$ cat src/rtl/cam_bin_pkg.sv
// Shared types and constants for the camera-to-1-bit frame-buffer writer.
package cam_bin_pkg;

    typedef enum logic [1:0] {
        ST_IDLE       = 2'd0,
        ST_WAIT_START = 2'd1,
        ST_CAPTURE    = 2'd2
    } cam_state_e;

    // BT.601-style luma weights scaled by 256; they sum to 256 so y fits 8 bits.
    localparam logic [15:0] LUMA_R = 16'd77;
    localparam logic [15:0] LUMA_G = 16'd150;
    localparam logic [15:0] LUMA_B = 16'd29;

    localparam int FB_DEPTH = 81920;

endpackage

$ cat src/rtl/rgb565_luma_bin.sv
// RGB565 pixel to 8-bit luma, compared against a threshold; one register stage.
module rgb565_luma_bin
    import cam_bin_pkg::*;
(
    input  logic        clk,
    input  logic        rst_n,
    input  logic [15:0] i_pixel,
    input  logic [7:0]  i_thr,
    output logic        o_din
);

    logic [7:0]  w_r8;
    logic [7:0]  w_g8;
    logic [7:0]  w_b8;
    logic [15:0] w_sum;

    always_comb begin
        w_r8  = {i_pixel[15:11], i_pixel[15:13]};
        w_g8  = {i_pixel[10:5],  i_pixel[10:9]};
        w_b8  = {i_pixel[4:0],   i_pixel[4:2]};
        w_sum = LUMA_R * {8'd0, w_r8} + LUMA_G * {8'd0, w_g8} + LUMA_B * {8'd0, w_b8};
    end

    // (sum >> 8) >= thr is the same test as sum >= thr*256
    always_ff @(posedge clk or negedge rst_n) begin
        if (!rst_n) begin
            o_din <= 1'b0;
        end else begin
            o_din <= (w_sum >= {i_thr, 8'd0});
        end
    end

endmodule

$ cat src/rtl/cam_bin_writer.sv
// DVP RGB565 stream to binarized SDPB write port, cropped to H_ACTIVE x V_ACTIVE.
// Optional macro CAM_BIN_FRAME_SKIP_EN: write only every second frame (first frame after reset skipped).
module cam_bin_writer
    import cam_bin_pkg::*;
#(
    parameter int H_ACTIVE = 320,
    parameter int V_ACTIVE = 240,
    parameter int ADDR_W   = 17
)(
    input  logic              clk,
    input  logic              rst_n,
    input  logic              cam_vsync,
    input  logic              cam_href,
    input  logic [7:0]        cam_data,
    input  logic [7:0]        threshold,
    output logic              wr_ce,
    output logic [ADDR_W-1:0] wr_addr,
    output logic              wr_din,
    output logic              frame_done,
    output logic              frame_err
);

    // state      | meaning
    // IDLE       | after reset, waiting for vsync high
    // WAIT_START | vsync seen, waiting for its falling edge
    // CAPTURE    | frame active, pixels assembled and written

    localparam int COL_W = $clog2(H_ACTIVE + 1);
    localparam int ROW_W = $clog2(V_ACTIVE + 1);
    localparam logic [COL_W-1:0]  H_LIM  = COL_W'(H_ACTIVE);
    localparam logic [ROW_W-1:0]  V_LIM  = ROW_W'(V_ACTIVE);
    localparam logic [ADDR_W-1:0] A_LINE = ADDR_W'(H_ACTIVE);
    localparam logic [ADDR_W-1:0] A_LAST = ADDR_W'(H_ACTIVE * V_ACTIVE - 1);

    cam_state_e        r_state;
    logic              r_vsync_q;
    logic              r_href_q;
    logic              r_phase;
    logic [7:0]        r_byte0;
    logic [7:0]        r_thr_q;
    logic [COL_W-1:0]  r_col;
    logic [ROW_W-1:0]  r_row;
    logic [ADDR_W-1:0] r_addr;
    logic [ADDR_W-1:0] r_line_base;
    logic              r_err;
    logic [15:0]       r_pix;
    logic              r_s1_keep;
    logic [ADDR_W-1:0] r_s1_addr;
    logic              r_s2_keep;
    logic [ADDR_W-1:0] r_s2_addr;
    logic              r_wr_ce;
    logic [ADDR_W-1:0] r_wr_addr;
    logic              r_wr_din;
    logic              r_done;

    logic w_cap;
    logic w_vs_fall;
    logic w_vs_rise;
    logic w_pix;
    logic w_href_fall;
    logic w_keep;
    logic w_wr_en;
    logic w_din;

`ifdef CAM_BIN_FRAME_SKIP_EN
    logic r_odd_frame;
    assign w_wr_en = ~r_odd_frame;
`else
    assign w_wr_en = 1'b1;
`endif

    assign w_cap       = (r_state == ST_CAPTURE);
    assign w_vs_fall   = r_vsync_q & ~cam_vsync;
    assign w_vs_rise   = ~r_vsync_q & cam_vsync;
    assign w_pix       = w_cap & cam_href & r_phase;
    assign w_href_fall = w_cap & r_href_q & ~cam_href;
    assign w_keep      = w_pix & (r_col != H_LIM) & (r_row != V_LIM) & w_wr_en;

    always_ff @(posedge clk or negedge rst_n) begin
        if (!rst_n) begin
            r_state     <= ST_IDLE;
            r_vsync_q   <= 1'b0;
            r_href_q    <= 1'b0;
            r_phase     <= 1'b0;
            r_byte0     <= '0;
            r_thr_q     <= '0;
            r_col       <= '0;
            r_row       <= '0;
            r_addr      <= '0;
            r_line_base <= '0;
            r_err       <= 1'b0;
`ifdef CAM_BIN_FRAME_SKIP_EN
            r_odd_frame <= 1'b0;
`endif
        end else begin
            r_vsync_q <= cam_vsync;
            r_href_q  <= cam_href;
            case (r_state)
                ST_IDLE: begin
                    if (cam_vsync) r_state <= ST_WAIT_START;
                end
                ST_WAIT_START: begin
                    if (w_vs_fall) begin
                        r_state     <= ST_CAPTURE;
                        r_thr_q     <= threshold;
                        r_col       <= '0;
                        r_row       <= '0;
                        r_addr      <= '0;
                        r_line_base <= '0;
                        r_phase     <= 1'b0;
`ifdef CAM_BIN_FRAME_SKIP_EN
                        r_odd_frame <= ~r_odd_frame;
`endif
                    end
                end
                ST_CAPTURE: begin
                    r_phase <= cam_href & ~r_phase;
                    if (cam_href && !r_phase) r_byte0 <= cam_data;
                    if (w_pix && r_col != H_LIM) r_col <= r_col + COL_W'(1);
                    if (w_keep) r_addr <= r_addr + ADDR_W'(1);
                    // row/col saturate at the window edge so cropped pixels never advance the address
                    if (w_href_fall) begin
                        r_col <= '0;
                        if (r_col != '0 && r_row != V_LIM) begin
                            r_row       <= r_row + ROW_W'(1);
                            r_line_base <= r_line_base + A_LINE;
                            r_addr      <= r_line_base + A_LINE;
                            if (r_col != H_LIM) r_err <= 1'b1;
                        end
                    end
                    if (w_vs_rise) begin
                        r_state <= ST_WAIT_START;
                        if (r_row != V_LIM) r_err <= 1'b1;
                    end
                end
                default: r_state <= ST_IDLE;
            endcase
        end
    end

    rgb565_luma_bin u_luma (
        .clk     (clk),
        .rst_n   (rst_n),
        .i_pixel (r_pix),
        .i_thr   (r_thr_q),
        .o_din   (w_din)
    );

    always_ff @(posedge clk or negedge rst_n) begin
        if (!rst_n) begin
            r_pix     <= '0;
            r_s1_keep <= 1'b0;
            r_s1_addr <= '0;
            r_s2_keep <= 1'b0;
            r_s2_addr <= '0;
            r_wr_ce   <= 1'b0;
            r_wr_addr <= '0;
            r_wr_din  <= 1'b0;
            r_done    <= 1'b0;
        end else begin
            if (w_pix) r_pix <= {r_byte0, cam_data};
            r_s1_keep <= w_keep;
            if (w_keep) r_s1_addr <= r_addr;
            r_s2_keep <= r_s1_keep;
            r_s2_addr <= r_s1_addr;
            r_wr_ce   <= r_s2_keep;
            if (r_s2_keep) r_wr_addr <= r_s2_addr;
            r_wr_din  <= r_s2_keep & w_din;
            r_done    <= r_wr_ce && (r_wr_addr == A_LAST);
        end
    end

    assign wr_ce      = r_wr_ce;
    assign wr_addr    = r_wr_addr;
    assign wr_din     = r_wr_din;
    assign frame_done = r_done;
    assign frame_err  = r_err;

endmodule
$ cat config.mk
export PLATFORM = sky130hd
export DESIGN_NAME = cam_bin_writer
export DESIGN_NICKNAME = d
export VERILOG_FILES = /design/src/rtl/cam_bin_pkg.sv /design/src/rtl/rgb565_luma_bin.sv /design/src/rtl/cam_bin_writer.sv
export SDC_FILE = /design/constraint.sdc
export NUM_CORES = 1
export LEC_CHECK = 0
export CAP_MARGIN = 5
export CORE_UTILIZATION = 35
export CTS_BUF_LIST = sky130_fd_sc_hd__clkbuf_8
export CTS_CLUSTER_DIAMETER = 40
export CTS_CLUSTER_SIZE = 25
export DETAILED_ROUTE_END_ITERATION = 8
export PLACE_DENSITY = 0.48
export SETUP_SLACK_MARGIN = 0.5
export SLEW_MARGIN = 40
export SYNTH_ARGS = -nofsm -noshare
export SYNTH_HDL_FRONTEND = slang
export SYNTH_SLANG_ARGS = --single-unit
$ cat constraint.sdc
create_clock -name clk -period 19 [get_ports clk]
set_input_delay 1.9 -clock clk [delete_from_list [all_inputs] [get_ports clk]]
set_output_delay 1.9 -clock clk [all_outputs]
set_load 0.01 [all_outputs]
==> results.ini, run 1 <==
[run_status]
status=complete, no violations

[clock_network]
cts_tree=built
ctsHoldBuffers=0
clk_path_buf_depth=2
htree_levels=4
insertion_delay_ns=0.45
post-cts-setup-buffer-count=0
cts_root_buf=clkbuf_8
cts.sinks=140
numCtsBuffers=17
path_clk_slew_ns=0.10
cts-resized-gates=0

[hold_path]
min_from=r_s1_keep
min_to=r_s2_keep
min_path_type=reg2reg
hold_path_depth=0

[grt]
grt_max_degree=88
grt_overflow=0
grt_pass1_wl_um=34370
grtUsageTotal_pct=15.52
antenna_found_initial=0
first_global_vias=6479

[run]
max_cap_violations=0

[logic_synthesis]
ys_async_sr_fraction_pct=100.0
synth-seq-cells=140
synth.cell_area_um2=9500
avgSynthCellArea_um2=10.51
ys.flop_type=dfrtp_1
syn-num-nets=1084
seq_area_frac_synth_pct=36.88
yosys-top-cells-area=dfrtp_1 (37%), ha_1 (14%), fa_1 (12%)
synth_cell_types=64
synthCells=904
yosysWarnings=0
synth_area_leader_cell=dfrtp_1
netlist.area_leader.share_pct=36.88
synth-edff-count=0

[worst_setup_path]
cp.arrival_ns=8.02
critical_path_required_ns=19.37
path_max_fanout=9
critPathLaunchType=register
r2r_cells=25
rrSetupSlack_ns=11.35
cp-end-kind=register
crit_type=reg2reg
r2r_start=r_pix[9]
reg2reg_to=u_luma.o_din

[power_and_ir_drop]
pwr-share-comb_pct=45.8
p_sw_uw=465.1
power_uw=1143
switching_share_pct=40.68
peakVddDrop_v=0.00004452
p_clk_share_pct=22.4
powerDensity_nw_per_um2=107.0
cellInternalPower_uw=678.3
cellLeakagePower_uw=0.005453
pwr-share-seq_pct=31.8

[sta]
fin_skew_ns=0.01457
drv_slew=0
min_period_over_period_pct=40.29
setup_viol=0
max_freq_ghz=0.1306
tns_ns=0
relSlewSlack_pct=48.13
hold_ws_ns=0.3522
fin_crit_ns=7.655
worst_pin_slew_ns=0.7780
finalHoldViolCount=0
rsz0062_at_grt=no

[cells_and_area]
final_util_pct=40.55
final_cell_mix=dfrtp_1 (139), inv_1 (117), ha_1 (104)
fillers=2646
diodes=0
final_common_cell=dfrtp_1
drive_above_1_share_pct=10.56
finalNetCount=1123
syn2layout_area_growth_pct=12.50

[die]
core_area_um2=26350
num_rows=59
start_util_pct=36.05
chipWidth_um=166.8
io_pins=41
die_h_um=166.8
die_area_um2=27810

[route]
vias=6428
via_per_inst=4.979
drt_iter0_drc=315
wl_per_cell_um=15.62
drtPass1Iterations=4
wirelength_um=20160
antenna_left=0
drc_errors=0

[placed_design]
post-dp-hpwl_um=15340
gp_congestion=0.7871
port_buffers=40

## worst max path at each step
| stage | end | depth (start not counted) | slack (ns) | startpoint |
|---|---|---|---|---|
| 2_1_floorplan | u_luma.o_din | 25 | 11.87 | r_pix[9] |
| 3_3_place_gp | u_luma.o_din | 25 | 11.48 | r_pix[9] |
| 3_5_place_dp | u_luma.o_din | 25 | 11.38 | r_pix[9] |
| 4_1_cts | u_luma.o_din | 25 | 11.28 | r_pix[9] |
| 5_1_grt | u_luma.o_din | 25 | 10.94 | r_pix[9] |
| 6_report | u_luma.o_din | 25 | 11.35 | r_pix[9] |
## stage by stage
stage,std cells,instance area [um^2],worst slack [ns]
floorplan,904,9500,11.87
global placement,1259,10250,11.48
global route,1291,10690,10.94
detailed placement,1259,10260,11.38
CTS,1291,10690,11.28
finish,1291,10690,11.35
## worst max-delay path, stage by stage (launching register included)
cell	delay, ns
dfrtp_1	0.58
ha_1	0.31
ha_1	0.27
inv_1	0.05
fa_1	0.50
fa_1	0.52
inv_1	0.04
ha_1	0.34
xnor2_1	0.21
fa_1	0.48
fa_1	0.54
inv_1	0.05
fa_1	0.48
fa_1	0.54
inv_1	0.04
ha_1	0.21
or4_1	0.47
a31oi_1	0.37
o21ai_0	0.18
xor2_1	0.17
ha_1	0.30
nand4b_1	0.08
or4_1	0.41
nor4_1	0.24
a31oi_1	0.11
o21ai_0	0.08
## layer usage
layer	share of wire, %	vias up	wire, um	GRT usage (%)
met4	1.3	0	265	4.026
met3	3.4	12	689	2.875
met5	0	-	0	0
met1	53	3158	10750	23.89
li1	-	3183	-	-
met2	42	75	8457	22.03
## registers in the layout, indices dropped and copies added (netlist names), 8 cells and up
signal	cells
r_line_base	11
r_pix	16
r_col	9
r_s1_addr	17
r_row	8
r_addr	17
r_s2_addr	17
r_thr_q	8
r_byte0	8
wr_addr	17
## cell families (layout without fill, tap and decap cells)
kind of cell / after synthesis / in the layout / share of synthesized area (%)
AO/OA/AOI/OAI: 152 / 152 / 10.39
XOR/XNOR: 38 / 38 / 3.503
adder cells (fa/ha/maj): 160 / 160 / 25.50
buffers and inverters: 141 / 193 / 5.663
flip-flops: 140 / 140 / 36.88
multiplexers: 53 / 53 / 6.229
AND/OR/NAND/NOR: 220 / 220 / 11.84
## power groups by stage
stage / Sequential [uW] / Clock (uW) / Combinational (uW)
6_report: 363 / 257 / 523
5_1_grt: 369 / 281 / 618
4_1_cts: 365 / 267 / 537
3_5_place_dp: 370 / 0 / 526
3_3_place_gp: 370 / 0 / 532
2_1_floorplan: 357 / 0 / 399
## area by class of cell
class	instances	area [um^2]	share of cell area, %
clock inverter	15	190.2	1.779
sequential	140	3505	32.79
inverter	117	439.2	4.109
clock buffer	17	234.0	2.189
timing repair buffer	44	435.4	4.074
tap	335	419.2	3.922
multi-input combinational	623	5465	51.14
## cells in the mapped netlist, types with 5 or more instances
cell	instances
dfrtp_1	140
inv_1	117
ha_1	104
nand2_1	79
fa_1	56
o21ai_0	51
mux2_2	49
nor2_1	30
nand3_1	29
a21oi_1	24
xnor2_1	19
xor2_1	19
clkbuf_1	16
and3_1	13
nand2b_1	13
a21o_1	12
nand4_1	11
a31oi_1	9
o21bai_1	8
buf_2	7
nor3_1	7
a211oi_1	5
a22o_1	5
nor4_1	5
or4_1	5
No activity file was read; power rests on OpenSTA's default activity.
==> run 2: changes to the inputs <==
--- a/config.mk
+++ b/config.mk
@@ -11,7 +11,7 @@
 export CTS_CLUSTER_DIAMETER = 40
 export CTS_CLUSTER_SIZE = 25
 export DETAILED_ROUTE_END_ITERATION = 8
-export PLACE_DENSITY = 0.48
+export PLACE_DENSITY = 0.5
 export SETUP_SLACK_MARGIN = 0.5
 export SLEW_MARGIN = 40
 export SYNTH_ARGS = -nofsm -noshare
==> constraint.sdc (replaced) <==
create_clock -name clk -period 6.3 [get_ports clk]
set_input_delay 0.63 -clock clk [delete_from_list [all_inputs] [get_ports clk]]
set_output_delay 0.63 -clock clk [all_outputs]
set_load 0.01 [all_outputs]
==> results.ini, run 2 (synthesis gave the netlist of run 1 again) <==
[run_status]
status=finished, violations left
violations=setup timing

[die]
die_h_um=166.8
start_util_pct=36.05
die_area_um2=27810
num_rows=59
core_area_um2=26350
io_pins=41
chipWidth_um=166.8

[grt]
antenna_found_initial=0
grt_max_degree=77
grt_pass1_wl_um=35800
grtUsageTotal_pct=16.22
grt_overflow=0
first_global_vias=6727

[worst_setup_path]
reg2reg_to=u_luma.o_din
r2r_cells=25
cp_slowest_cell=fa_1
path_common_cell=fa_1
crit_type=reg2reg
rrSetupSlack_ns=-0.44
cp-end-kind=register
critical_path_required_ns=6.68
slowest_delay_ns=0.53
critPathLaunchType=register
path_max_fanout=4
cp.arrival_ns=7.11
r2r_start=r_pix[7]

[cells_and_area]
finalNetCount=1178
final-seq-area_um2=3507
final_cell_mix=dfrtp_1 (137), inv_1 (114), ha_1 (97)
syn2layout_area_growth_pct=18.66
diodes=0
final_common_cell=dfrtp_1
fillers=2535
multiInputGateArea_um2=5635
instances_no_fill=1346
drive_above_1_share_pct=17.90
final_util_pct=42.78

[clock_network]
insertion_delay_ns=0.45
clk_path_buf_depth=2
cts_tree=built
path_clk_slew_ns=0.11
htree_levels=4
cts.sinks=140
numCtsBuffers=17
cts_root_buf=clkbuf_8

[hold_path]
min_path_type=in2async

[sta]
relSlewSlack_pct=48.94
fin_crit_ns=6.736
finalHoldViolCount=0
rsz0062_at_grt=yes
setup_ws_ns=-0.4356
hold_ws_ns=0.1779
fin_skew_ns=0.02214
tns_ns=-0.4356
setup_viol=1
min_period_over_period_pct=106.9
max_freq_ghz=0.1485
worst_pin_slew_ns=0.7625
drv_slew=0

[placed_design]
gp_congestion=0.7783
post-dp-hpwl_um=15870
placedCellCount=1312
port_buffers=40

[power_and_ir_drop]
powerDensity_nw_per_um2=330.3
cellLeakagePower_uw=0.005731
peakVddDrop_v=0.0001281
power_uw=3724

[route]
drt_iter0_drc=309
antenna_left=0
wirelength_um=20760
drtPass1Iterations=6
vias=6624
via_per_inst=4.921
drc_errors=0
wl_per_cell_um=15.42

[run]
max_cap_violations=0

[run 2: cell count changes in the layout (fill, tap and decap cells not counted), sizes merged]
cell,change
buf,+55
clkinv,+3
bufinv,-2
inv,-1
[run 2: area by class of cell]
type	instances	share of cell area, %
Clock buffer	17	2.075
Timing Repair Buffer	99	7.558
Sequential cell	140	31.11
Multi-Input combinational cell	623	49.99
Tap cell	335	3.718
Clock inverter	15	1.654
Inverter	117	3.896
[run 2: per-stage QoR]
step | cell area [um^2] | worst slack (ns)
2_1_floorplan | 9575 | -0.2973
3_3_place_gp | 10730 | -0.4960
3_5_place_dp | 10740 | -0.5475
4_1_cts | 11210 | -0.5019
5_1_grt | 11270 | -0.6807
6_report | 11270 | -0.4356
[run 2: layer usage]
layer	wire length, um	global-route usage [%]	up-vias
li1	-	-	3302
met1	10890	23.92	3232
met2	9160	24.74	82
met3	530	2.638	8
met4	173	3.865	0
met5	0	0	-
[run 2: timing repair]
| item | in CTS | in global routing |
|---|---|---|
| hold buffers | 0 | 0 |
| gates resized for setup | 7 | 14 |
| pin swaps | 10 | 21 |
| cloned | 0 | 0 |
| hold endpoints to repair | 0 | 0 |
| endpoints found under the setup margin | 1 | 1 |
| buffers inserted | 2 | 0 |
[run 2: worst max path at each step]
stage	slack (ns)	start	to	cells past startpoint
finish	-0.44	r_pix[7]	u_luma.o_din	25
global route	-0.68	r_pix[7]	u_luma.o_din	25
CTS	-0.50	r_pix[7]	u_luma.o_din	25
detailed placement	-0.55	r_pix[7]	u_luma.o_din	25
global placement	-0.50	r_pix[7]	u_luma.o_din	25
floorplan	-0.30	r_pix[9]	u_luma.o_din	25
[run 2: power by group]
group          leakage (uW)  internal (uW)  switching [uW]  total [uW]
Combinational       0.00361            888            1000        1890
Sequential          0.00191            990            85.1        1080
Clock              0.000212            311             446         756
[run 2: worst max-delay path, delay by kind of cell (launching register included)]
family | cells | cell delay [ns]
fa+ha+maj | 11 | 4.14
buf+inv | 4 | 0.17
xor+xnor | 2 | 0.27
flops | 1 | 0.46
compound gates | 4 | 0.48
simple gates | 4 | 1.11
